===== src/rtl/riscv_mem_pkg.sv =====
// Shared types and default widths for the unified instruction/data memory port.
package riscv_mem_pkg;

  typedef enum logic [1:0] {
    OWN_NONE = 2'd0,
    OWN_IF   = 2'd1,
    OWN_D    = 2'd2
  } mem_owner_e;

  localparam int DEF_ADDR_WIDTH = 32;
  localparam int DEF_DATA_WIDTH = 32;
  localparam int BE_WIDTH       = DEF_DATA_WIDTH / 8;

endpackage


===== src/rtl/mem_port_arbiter.sv =====
// Shares one single-ported memory between instruction fetch and the MEM stage.
// Data side has priority; a starvation counter guarantees fetch forward progress.
module mem_port_arbiter
  import riscv_mem_pkg::*;
#(
  parameter int ADDR_WIDTH   = DEF_ADDR_WIDTH,
  parameter int DATA_WIDTH   = DEF_DATA_WIDTH,
  parameter int STARVE_LIMIT = 4
) (
  input  logic                    clock,
  input  logic                    reset,
  input  logic                    if_req,
  input  logic [ADDR_WIDTH-1:0]   if_addr,
  output logic                    if_gnt,
  output logic                    if_rvalid,
  output logic [DATA_WIDTH-1:0]   if_rdata,
  input  logic                    d_req,
  input  logic                    d_we,
  input  logic [DATA_WIDTH/8-1:0] d_be,
  input  logic [ADDR_WIDTH-1:0]   d_addr,
  input  logic [DATA_WIDTH-1:0]   d_wdata,
  output logic                    d_gnt,
  output logic                    d_rvalid,
  output logic [DATA_WIDTH-1:0]   d_rdata,
  output logic                    mem_en,
  output logic                    mem_we,
  output logic [DATA_WIDTH/8-1:0] mem_be,
  output logic [ADDR_WIDTH-1:0]   mem_addr,
  output logic [DATA_WIDTH-1:0]   mem_wdata,
  input  logic [DATA_WIDTH-1:0]   mem_rdata
);

  localparam int CNT_W = $clog2(STARVE_LIMIT + 1);
  localparam logic [CNT_W-1:0] CNT_MAX = CNT_W'(STARVE_LIMIT);

  logic [CNT_W-1:0] starve_cnt_reg, starve_cnt_next;
  mem_owner_e       owner_reg, owner_next;
  logic             if_win;

  always_comb begin
    // Fetch only beats a data request once it has been denied STARVE_LIMIT cycles in a row.
    if_win    = if_req & (~d_req | (starve_cnt_reg == CNT_MAX));
    if_gnt    = if_win;
    d_gnt     = d_req & ~if_win;

    mem_en    = 1'b0;
    mem_we    = 1'b0;
    mem_be    = '0;
    mem_addr  = '0;
    mem_wdata = '0;
    if (if_win) begin
      mem_en   = 1'b1;
      mem_be   = '1;
      mem_addr = if_addr;
    end else if (d_req) begin
      mem_en    = 1'b1;
      mem_we    = d_we;
      mem_be    = d_be;
      mem_addr  = d_addr;
      mem_wdata = d_wdata;
    end

    starve_cnt_next = starve_cnt_reg;
    if (!if_req || if_win) begin
      starve_cnt_next = '0;
    end else if (starve_cnt_reg != CNT_MAX) begin
      starve_cnt_next = starve_cnt_reg + CNT_W'(1);
    end

    // Stores return nothing, so only reads claim next cycle's response slot.
    owner_next = OWN_NONE;
    if (if_win) begin
      owner_next = OWN_IF;
    end else if (d_req && !d_we) begin
      owner_next = OWN_D;
    end
  end

  always_ff @(posedge clock or posedge reset) begin
    if (reset) begin
      owner_reg      <= OWN_NONE;
      starve_cnt_reg <= '0;
    end else begin
      owner_reg      <= owner_next;
      starve_cnt_reg <= starve_cnt_next;
    end
  end

  assign if_rvalid = (owner_reg == OWN_IF);
  assign d_rvalid  = (owner_reg == OWN_D);
  assign if_rdata  = mem_rdata;
  assign d_rdata   = mem_rdata;

endmodule


===== config.mk =====
export PLATFORM = sky130hd
export DESIGN_NAME = mem_port_arbiter
export DESIGN_NICKNAME = d
export VERILOG_FILES = /design/src/rtl/riscv_mem_pkg.sv /design/src/rtl/mem_port_arbiter.sv
export SDC_FILE = /design/constraint.sdc
export NUM_CORES = 1
export LEC_CHECK = 0
export BUFFER_PORTS_ARGS = -buffer_cell sky130_fd_sc_hd__buf_4
export CAP_MARGIN = 20
export CORE_AREA = 3 3 105 107
export DETAILED_ROUTE_END_ITERATION = 8
export DIE_AREA = 0 0 108 110
export PLACE_DENSITY = 0.5
export SLEW_MARGIN = 15
export SYNTH_ARGS = -nofsm -noshare
export SYNTH_HDL_FRONTEND = slang
export SYNTH_SLANG_ARGS = --single-unit

===== constraint.sdc =====
create_clock -name clock -period 2 [get_ports clock]
set_clock_uncertainty 0.15 [all_clocks]
set_input_delay 0.2 -clock clock [delete_from_list [all_inputs] [get_ports clock]]
set_output_delay 0.2 -clock clock [all_outputs]
set_load 0.1 [all_outputs]

## Word level (Yosys, flattened, before mapping)

Index checks and enable logic that the tools add are counted.

- Bits in registers: 5
- Bits in latches: 0
- Memory bits (writable): 0
- ROM bits: 0
- Input bits: 137
- Output and inout port bits: 138
- Memories: 0

- $add $sub $neg: 1
- Multipliers: 0
- Divide/modulo/power cells: 0
- $lt $le $gt $ge: 0
- Eq/ne operators: 4
- Shift-type cells: 0
- Mux-type cells: 14
- Bitwise operators: 5
- Reductions and logical operators: 5

Operator list:

| kind | count |
|---|---|
| two-way mux 32 bit | 4 |
| two-way mux 4 bit | 2 |
| two-way mux 3 bit | 2 |
| two-way mux 1 bit | 4 |
| two-way mux 2 bit | 2 |
| adder 3 x 1 -> 3 bit (second input constant) | 1 |
| equality test 3 bit (second input constant) | 1 |
| inequality test 3 bit (second input constant) | 1 |
| bitwise AND 1 bit | 2 |
| equality test 2 x 1 -> 1 bit (second input constant) | 1 |
| equality test 2 bit (second input constant) | 1 |
| logical NOT 1 bit | 2 |
| inverter 1 bit | 2 |
| nonzero test 2 bit | 1 |
| logical AND 1 bit | 1 |
| logical OR 1 bit | 1 |
| bitwise OR 1 bit | 1 |

## Depth between registers and ports, before layout

Gate-level depths: netlist of the first run.

- Depth after elaboration: 5
- Gate-level depth with buffers: 6

## Worst setup path after synthesis of the first run

No wires, ideal clock.

- Path type: reg2out
- Start: register starve_cnt_reg[0]
- End: output port mem_be[0]
- Data arrival time: 2897 ps
- Data required time: 1650 ps
- Setup slack: -1247 ps
- Cell stages (with the launch flop): 5
- Cells stage by stage: dfrtp_1 > inv_1 > ha_1 > a21boi_4 > o21ai_0

- Longest elaborated chain between the ends: 4

RTL lines:

| item | RTL line | RTL |
|---|---|---|
| from (decl) | mem_port_arbiter.sv:36 | `logic [CNT_W-1:0] starve_cnt_reg, starve_cnt_next;` |
| from (signal assigned) | mem_port_arbiter.sv:85 | `starve_cnt_reg <= starve_cnt_next;` |
| equality test 3 bit | mem_port_arbiter.sv:42 | `if_win = if_req & (~d_req \| (starve_cnt_reg == CNT_MAX));` |
| bitwise OR 1 bit | mem_port_arbiter.sv:42 |  |
| bitwise AND 1 bit | mem_port_arbiter.sv:42 |  |
| two-way mux 4 bit | mem_port_arbiter.sv:51 | `if (if_win) begin` |
| to (decl) | mem_port_arbiter.sv:27 | `output logic [DATA_WIDTH/8-1:0] mem_be,` |

Every way passes these cells.

## Final worst setup path of the first run

- Start: register starve_cnt_reg[1]
- End: output port mem_addr[2]

- Longest elaborated chain between the ends: 4

RTL lines:

| item | RTL line | RTL |
|---|---|---|
| equality test 3 bit | mem_port_arbiter.sv:42 |  |
| bitwise OR 1 bit | mem_port_arbiter.sv:42 |  |
| bitwise AND 1 bit | mem_port_arbiter.sv:42 |  |
| two-way mux 32 bit | mem_port_arbiter.sv:51 |  |
| to (decl) | mem_port_arbiter.sv:28 | `output logic [ADDR_WIDTH-1:0] mem_addr,` |

Every way passes these cells.

==> flow_results.org, run 1 <==
** Layout
- Area growth, synth to finish :: 145%
- The net count of the finished layout is 507.
- Antenna diodes :: 0
- The post-route netlist has 73.8% of its cells at a drive strength greater than 1.
- The finished cells cover 3830 um^2.
- Most common cell after layout, fill and taps aside :: buf_4
- Number of flip-flops in the largest register :: 3
- The library cells used most frequently in the layout, excluding fill and tap cells, are 120 x buf_4, 71 x nand2_1, 33 x buf_12.

** Detailed routing
- Number of detailed-route iterations in the first pass :: 4
- Total vias in the final route :: around 2.1k
- Detailed-route wire length :: 8720 um
- For this run, design rule violations remaining after detail routing come to 0.
- For this block, the initial DRC count from the detailed router was 55.
- Dividing the detail-routed wire length by the instance count gives 17.3 um.
- In the routed layout, each cell is associated on average with a via count of 4.25.
- The detail route stage leaves a number of antenna-violating nets equal to 0.

** Clock tree
- CTS root buf :: clkbuf_8
- Number of buffers added by the clock tree synthesis step :: 3
- CTS built an H-tree with a depth of 1.
- CTS Buffer Depth :: 2
- Clock tree synthesis found a total of 5 sinks.
- Clock-pin slew was measured on the worst setup and hold paths at 30 ps.
- Clock latency on the worst-skew pair, taken at its later pin, is about 220 ps.
- Clock tree from TritonCTS :: done

** Status
- The flow ran to the end, and the final reports show no timing, DRC or antenna violations.

** Pwr
- Across the VDD grid, the largest voltage drop is 189 uV.
- Clock group share of total power :: approximately 10%
- Summed over all nets, the switching power comes to 0.00102 W.
- Sequential cell fraction of total power :: 6.0%
- PwrDens :: about 470 nW/um^2
- Part of the total power dissipated in combinational logic :: 84.1%
- The analysis attributes to cell leakage a power of 1.79 nW.
- Switching share of total power :: 56.3%
- The internal portion of the total power is 0.000796 W.

** Timing
- The max-slew violation count came to 0.
- At the pin with the least slew margin, the transition time is ~310 ps.
- Setup repair after global routing could not meet its margin everywhere.
- Crit share post-route :: 98.9%
- Post-layout min period :: 1980 ps
- The hold violation total from the final report is 0.
- Headroom to the max-slew limit came out at 79.3%.
- Setup violators final :: 0
- For the final routed database, the setup TNS stands at 0 ps.
- Timing would allow up to roughly 0.51 GHz.

** Global routing
- Global routing used 13.2% of the available tracks.
- Number of antenna violations at the first check in global routing :: 0
- Via count of the first global-routing pass :: 2228
- Maximum number of pins on one net before global-route repair :: 50
- The first global-routing pass estimated 12300 um of wire.
- Total global routing overflow :: 0

** Synth
- Synth async-reset ratio :: 100%
- Predominant post-synthesis flop cell :: dfrtp_1
- Number of flops mapped to enable cells by yosys :: 0
- Number of synthesized register bits :: 5
- The synthesized netlist contains 21 unique library cells.
- Area share of the largest cell type after synthesis :: 32.1%
- Post-synthesis sequential area ratio :: 7.98%
- Warnings from Yosys :: 0
- Post-Synthesis Mean Instance Area :: between 6 and 7 um^2
- Netlist area before placement :: 1570 um^2
- Counting every net in the synthesized netlist gives 390.
- Counting every instance in the synthesized netlist gives 251.
- Cell type with the largest total area after synthesis :: buf_4
- Cell types with the largest area share after synthesis :: buf_4 32%, nand2_1 17%, and3_1 14%

** Floorplan
- Die Footprint :: 11900 um^2
- The floorplan has 37 rows.
- The core region is slightly above 10000 um^2.
- The die is 110 um tall.
- Top-Level Pins :: 275
- Die extent in x :: 108 um
- For this configuration, the core starts out at a cell density of 15.3%.

** Placed design
- Buffers on Ports :: roughly 180
- At the end of routability-driven placement, the weighted congestion stood at 0.717.
- Post-DP Area :: 3090 um^2
- Detailed placement finished with a half-perimeter wire length of ~6900 um.

** Worst setup path
- Critical Path Slowest Stage Cell :: dfrtp_1
- Traced cell by cell, the critical path runs through inv_2 -> ha_4 -> and3_4 -> buf_4 -> o22ai_4 -> buf_12.
- STA classifies the critical path endpoint as an output pin.
- The number of buffers and inverters on the critical path is 3.
- By startpoint and endpoint, the worst setup path is classified as register to output pin.
- Counting cells, the worst reg-to-reg path comes to 5.
- Data arrival time of the critical path :: roughly 1600 ps
- Worst-path fanout max :: 7
- STA puts the critical path data required time at roughly 1700 ps.
- CP startpoint kind :: register
- On the critical path the largest part of the delay comes from buffers and inverters.
- The largest single stage delay on the critical path is ~360 ps.
- Counting buffers and inverters, the worst setup path is 6 cells deep.

** Hold path
- Cell depth of the worst hold path :: 2
- Kind of path behind the tightest hold check :: input port to register

** Flow run
- Number of violations of the max-capacitance limit :: 0
cells in the mapped netlist, drive strengths merged, types with 2 or more instances:
cell / number
and3: 34
buf: 74
nor2: 2
nor2b: 2
o21ai: 4
inv: 5
nand2: 71
dfrtp: 5
ha: 2
clkbuf: 12
o22ai: 32
metal layers:
metal | global-route usage [%] | share of wire, % | routed length, um | up-vias
li1 | - | - | - | 1009
met1 | 13.9 | 34 | 2960 | 981
met2 | 25.1 | 52 | 4540 | 129
met3 | 4.37 | 12 | 1020 | 21
met4 | 3.52 | 2.3 | 201 | 0
met5 | 0 | 0 | 0 | -
worst paths after layout:
kind                            slack [ps]                       endpoint                          start
worst min register to register         410  starve_cnt_reg[0]$_DFFE_PP0P_  starve_cnt_reg[0]$_DFFE_PP0P_
worst min-delay path                    40         owner_reg[1]$_DFF_PP0_                           d_we
worst max register to register         460         owner_reg[1]$_DFF_PP0_  starve_cnt_reg[1]$_DFFE_PP0P_
max in group asynchronous             1260         owner_reg[0]$_DFF_PP0_                          reset
min in group asynchronous              280  starve_cnt_reg[0]$_DFFE_PP0P_                          reset
worst max-delay path                    20                    mem_addr[2]  starve_cnt_reg[1]$_DFFE_PP0P_
cell type report:
class / instances / area (um^2)
clock buffers: 4 / 45.0
fillers: 1035 / 6400
inverters: 5 / 18.8
multi-input cells: 155 / 1310
flip-flops and latches: 5 / 125
well taps: 136 / 170
repair buffers: 198 / 2160
what timing repair did:
item	CTS	global route
setup endpoints to repair	66	67
cloned	2	2
pin swaps	2	8
resized for setup	59	87
buffers inserted	4	2
endpoints found under the hold margin	5	0
hold buffers	1	0
power groups by stage:
stage                     sequential, W  combinational (W)  clock (W)
final                          0.000109            0.00153   0.000182
after global routing           0.000109            0.00158   0.000191
after global placement         0.000109            0.00133          0
after detailed placement       0.000110            0.00134          0
after CTS                      0.000108            0.00142   0.000188
after floorplan                0.000109            0.00159          0
metrics by stage:
| step | setup slack, ps | hold WS (ps) | util (%) | std cells | total power, W |
|---|---|---|---|---|---|
| 2_1_floorplan | -469 | -171 | - | 251 | 0.00170 |
| 3_3_place_gp | 125 | -39.5 | 30.2 | 489 | 0.00144 |
| 3_5_place_dp | 108 | -38.5 | 30.2 | 489 | 0.00144 |
| 4_1_cts | -70.1 | 36.7 | 33.9 | 500 | 0.00172 |
| 5_1_grt | -61.7 | 40.7 | 37.5 | 503 | 0.00188 |
| 6_report | 21.2 | 41.2 | 37.5 | 503 | 0.00182 |
kinds of logic (layout without fill, tap and decap cells):
group                    after synthesis  count (layout)  synth area share (%)
AO/OA/AOI/OAI                         38              38                  15.6
adder cells (fa/ha/maj)                2               2                  1.60
buffers and inverters                 91             207                  40.4
flip-flops                             5               5                  7.98
AND/OR/NAND/NOR                      115             115                  34.5
No activity file was read; power rests on OpenSTA's default activity.
==> inputs of run 2 (changes only) <==
--- a/config.mk
+++ b/config.mk
@@ -5,12 +5,12 @@
 export SDC_FILE = /design/constraint.sdc
 export NUM_CORES = 1
 export LEC_CHECK = 0
-export BUFFER_PORTS_ARGS = -buffer_cell sky130_fd_sc_hd__buf_4
 export CAP_MARGIN = 20
-export CORE_AREA = 3 3 105 107
+export CORE_AREA = 3 3 106 108
 export DETAILED_ROUTE_END_ITERATION = 8
-export DIE_AREA = 0 0 108 110
-export PLACE_DENSITY = 0.5
+export DIE_AREA = 0 0 109 111
+export DONT_BUFFER_PORTS = 1
+export PLACE_DENSITY = 0.3
 export SLEW_MARGIN = 15
 export SYNTH_ARGS = -nofsm -noshare
 export SYNTH_HDL_FRONTEND = slang
==> run 2 against run 1 <==
  * Core utilization decreased by 4.2 points
  * Clock-buffer cell count unchanged
  * Die area increased by 1.8%
  * Largest power group unchanged
  * Critical path type unchanged
  * Fmax decreased by 0.80%
  * Register-to-register slack got worse by 30 ps
  * Power decreased by 5.3%
  * Clock power about the same
  * Largest cell class unchanged
==> flow_results.org, run 2 (synthesis results as in run 1) <==
** Global routing
- Total global routing overflow :: 0 (unchanged)
- The largest net degree at the start of global routing was 74 (was 50).
- Number of antenna violations at the first check in global routing :: 0 (unchanged)
- The number of global-route vias before repair is 1953 (was 2228).
- The wire length of the first global-routing pass is 11000 um (was 12300 um).
- Overall global routing resource usage :: 11.6% (was 13.2%)

** Layout
- The post-synthesis to final-layout area growth was 119% (was 145%).
- The most common cell after layout, fill and taps aside was buf_12 (was buf_4).
- The final layout net count was 405 (was 507).
- Proportion of layout cells with a drive suffix above 1 :: 63.8% (was 73.8%)
- Number of flip-flops in the largest register :: 3 (unchanged)
- Commonest cells after routing, fill and taps aside :: 75 x buf_12, 71 x nand2_1, 30 x and3_2 (was 120 x buf_4, 71 x nand2_1, 33 x buf_12)

** Timing
- The max-slew violation count was 0 (unchanged).
- Slew of the pin with the lowest slew margin :: 318 ps (was 308 ps)
- Timing-limited maximum frequency :: 0.501 GHz (was 0.505 GHz)
- Final Hold Violating Endpoints :: 0 (unchanged)
- The max-slew headroom at the worst pin came to 78.7% (was 79.3%).
- The sum of negative setup slack was 0 ps (unchanged).
- RSZ-0062 raised after global routing :: true (unchanged)
- The final critical-path required period is 1990 ps (was 1980 ps).
- The smallest setup slack after layout was 5.30 ps (was 21.2 ps).
- The fraction of the cycle the final worst path needs is 99.7% (was 98.9%).
- The final setup violation count is 0 (unchanged).

** Floorplan
- The number of top-level pins came to 275 (unchanged).
- Die extent in x :: 109 um (was 108 um)
- Die Footprint :: 12100 um^2 (was 11900 um^2)
- The effective utilization at floorplan is 15.2% (was 15.3%).
- The placeable core area came to 10300 um^2 (was 10200 um^2).
- The standard-cell row count came to 37 (unchanged).
- Die boundary height :: 111 um (was 110 um)

** Worst setup path
- The end of the worst register-to-register path was starve_cnt_reg[2]$_DFFE_PP0P_ (was owner_reg[1]$_DFF_PP0_).
- The depth of the most critical reg-to-reg path was 5 (unchanged).
- Worst setup path startpoint :: starve_cnt_reg[1]$_DFFE_PP0P_ (unchanged)
- The element type at the critical path start was a register (unchanged).
- Data arrival time of the critical path :: 1640 ps (was 1630 ps)
- The start-to-end type of the worst setup path is register to output pin (unchanged).
- Worst-path fanout max :: 5 (was 7)
- The worst setup path endpoint is mem_addr[7] (was mem_addr[2]).
- The endpoint class of the critical path is an output pin (unchanged).
- The worst reg-to-reg setup slack is 430 ps (was 460 ps).
- The data required time of the critical path came to 1650 ps (about the same).
- R2R Path Start :: starve_cnt_reg[0]$_DFFE_PP0P_ (was starve_cnt_reg[1]$_DFFE_PP0P_)

** Clock tree
- Number of buffers added by the clock tree synthesis step :: 3 (unchanged)
- Number of H-tree levels :: 1 (unchanged)
- CTS root buf :: clkbuf_8 (unchanged)
- Clock sinks :: 5 (unchanged)
- The clock input transition at the sequential cells of the worst setup and hold paths came to 30 ps (about the same).
- Clock network latency to the later pin of the worst-skew pair :: 220 ps (about the same)
- The CTS tree was done (unchanged).
- CTS Buffer Depth :: 2 (unchanged)

** Detailed routing
- The final routed wire length divided by cell count came to 18.3 um (was 17.3 um).
- The final antenna-violating net count came to 0 (unchanged).
- Via count normalized by instance count :: 4.33 (was 4.25)
- Iteration-0 DRC count of the detailed router :: 50 (was 55)
- Number of detailed-route iterations in the first pass :: 2 (was 4)
- Detailed-route wire length :: 7380 um (was 8720 um)
- # DRC :: 0 (unchanged)
- The via count of the routed design was 1741 (was 2140).

** Pwr
- The power density over the cells is 502 nW/um^2 (was 474 nW/um^2).
- The leakage power total is 1.40 nW (was 1.79 nW).
- The largest voltage drop on the vdd net came to 227 uV (was 189 uV).

** Status
- Status :: complete, no violations (unchanged)

** Flow run
- The reported max-cap violation count came to 0 (unchanged).

** Hold path
- The worst hold path class was input port to register (unchanged).

** Placed design
- Placement-stage worst setup slack :: 140 ps (was 108 ps)
- Buffers on Ports :: 0 (was 178)
- The global placement routability congestion was 0.690 (was 0.717).
- The HPWL reported at the end of detailed placement was 5790 um (was 6940 um).
[run 2: where the power goes]
group	leakage, nW	internal (W)	switching, W	total (W)
combinational	1.31	0.000508	0.000925	0.00143
clock	0.0228	0.000136	0.0000446	0.000181
sequential	0.0666	0.000106	0.00000275	0.000109
total	1.40	0.000750	0.000972	0.00172
[run 2: repair_timing]
item	CTS	global route
setup endpoints to repair	64	64
hold buffers	5	0
cloned	1	2
gates resized for setup	6	1
endpoints found under the hold margin	8	0
pin swaps	6	3
setup buffers	4	3
[run 2: through the flow]
step / area [um^2] / total power, W / util (%) / hold WS, ps / cells
6_report: 3430 / 0.00172 / 33.3 / 19.8 / 402
5_1_grt: 3430 / 0.00178 / 33.2 / 16.9 / 401
4_1_cts: 3350 / 0.00174 / 32.5 / 8.83 / 396
3_5_place_dp: 3160 / 0.00154 / 30.6 / -148 / 382
3_3_place_gp: 3160 / 0.00153 / 30.6 / -148 / 382
2_1_floorplan: 2060 / 0.00170 / - / -171 / 251
[run 2: worst min path at each step]
stage / startpoint / to / slack (ps) / depth (start not counted)
after global routing: if_req / starve_cnt_reg[1]$_DFFE_PP0P_ / 20 / 1
after CTS: if_req / starve_cnt_reg[1]$_DFFE_PP0P_ / 9 / 1
final: if_req / starve_cnt_reg[1]$_DFFE_PP0P_ / 20 / 1
after global placement: reset / owner_reg[1]$_DFF_PP0_ / -150 / 1
after floorplan: reset / owner_reg[0]$_DFF_PP0_ / -170 / 1
after detailed placement: reset / owner_reg[1]$_DFF_PP0_ / -150 / 1
[run 2: final cells by class]
| type | count | area, um^2 |
|---|---|---|
| fill | 1031 | 6890 |
| timing repair buffer | 96 | 1750 |
| multi-input combinational | 155 | 1320 |
| tap | 136 | 170 |
| sequential | 5 | 125 |
| clock buffer | 4 | 45.0 |
| inverter | 5 | 18.8 |
| antenna | 1 | 2.50 |
[run 2: routing by layer]
| metal | part of all wire [%] | wire length (um) | vias up | track usage, % |
|---|---|---|---|---|
| li1 | - | - | 806 | - |
| met1 | 32 | 2390 | 793 | 11.6 |
| met2 | 55 | 4060 | 113 | 22.1 |
| met3 | 11 | 782 | 29 | 3.32 |
| met4 | 2.0 | 151 | 0 | 3.79 |
| met5 | 0 | 0 | - | 0 |
[run 2: critical path, stage by stage, from the launching register on]
cell and delay (ps):
dfrtp_1 360, inv_2 60, ha_4 170, and3_4 180, buf_12 140, buf_16 140
o22ai_4 190, buf_12 190
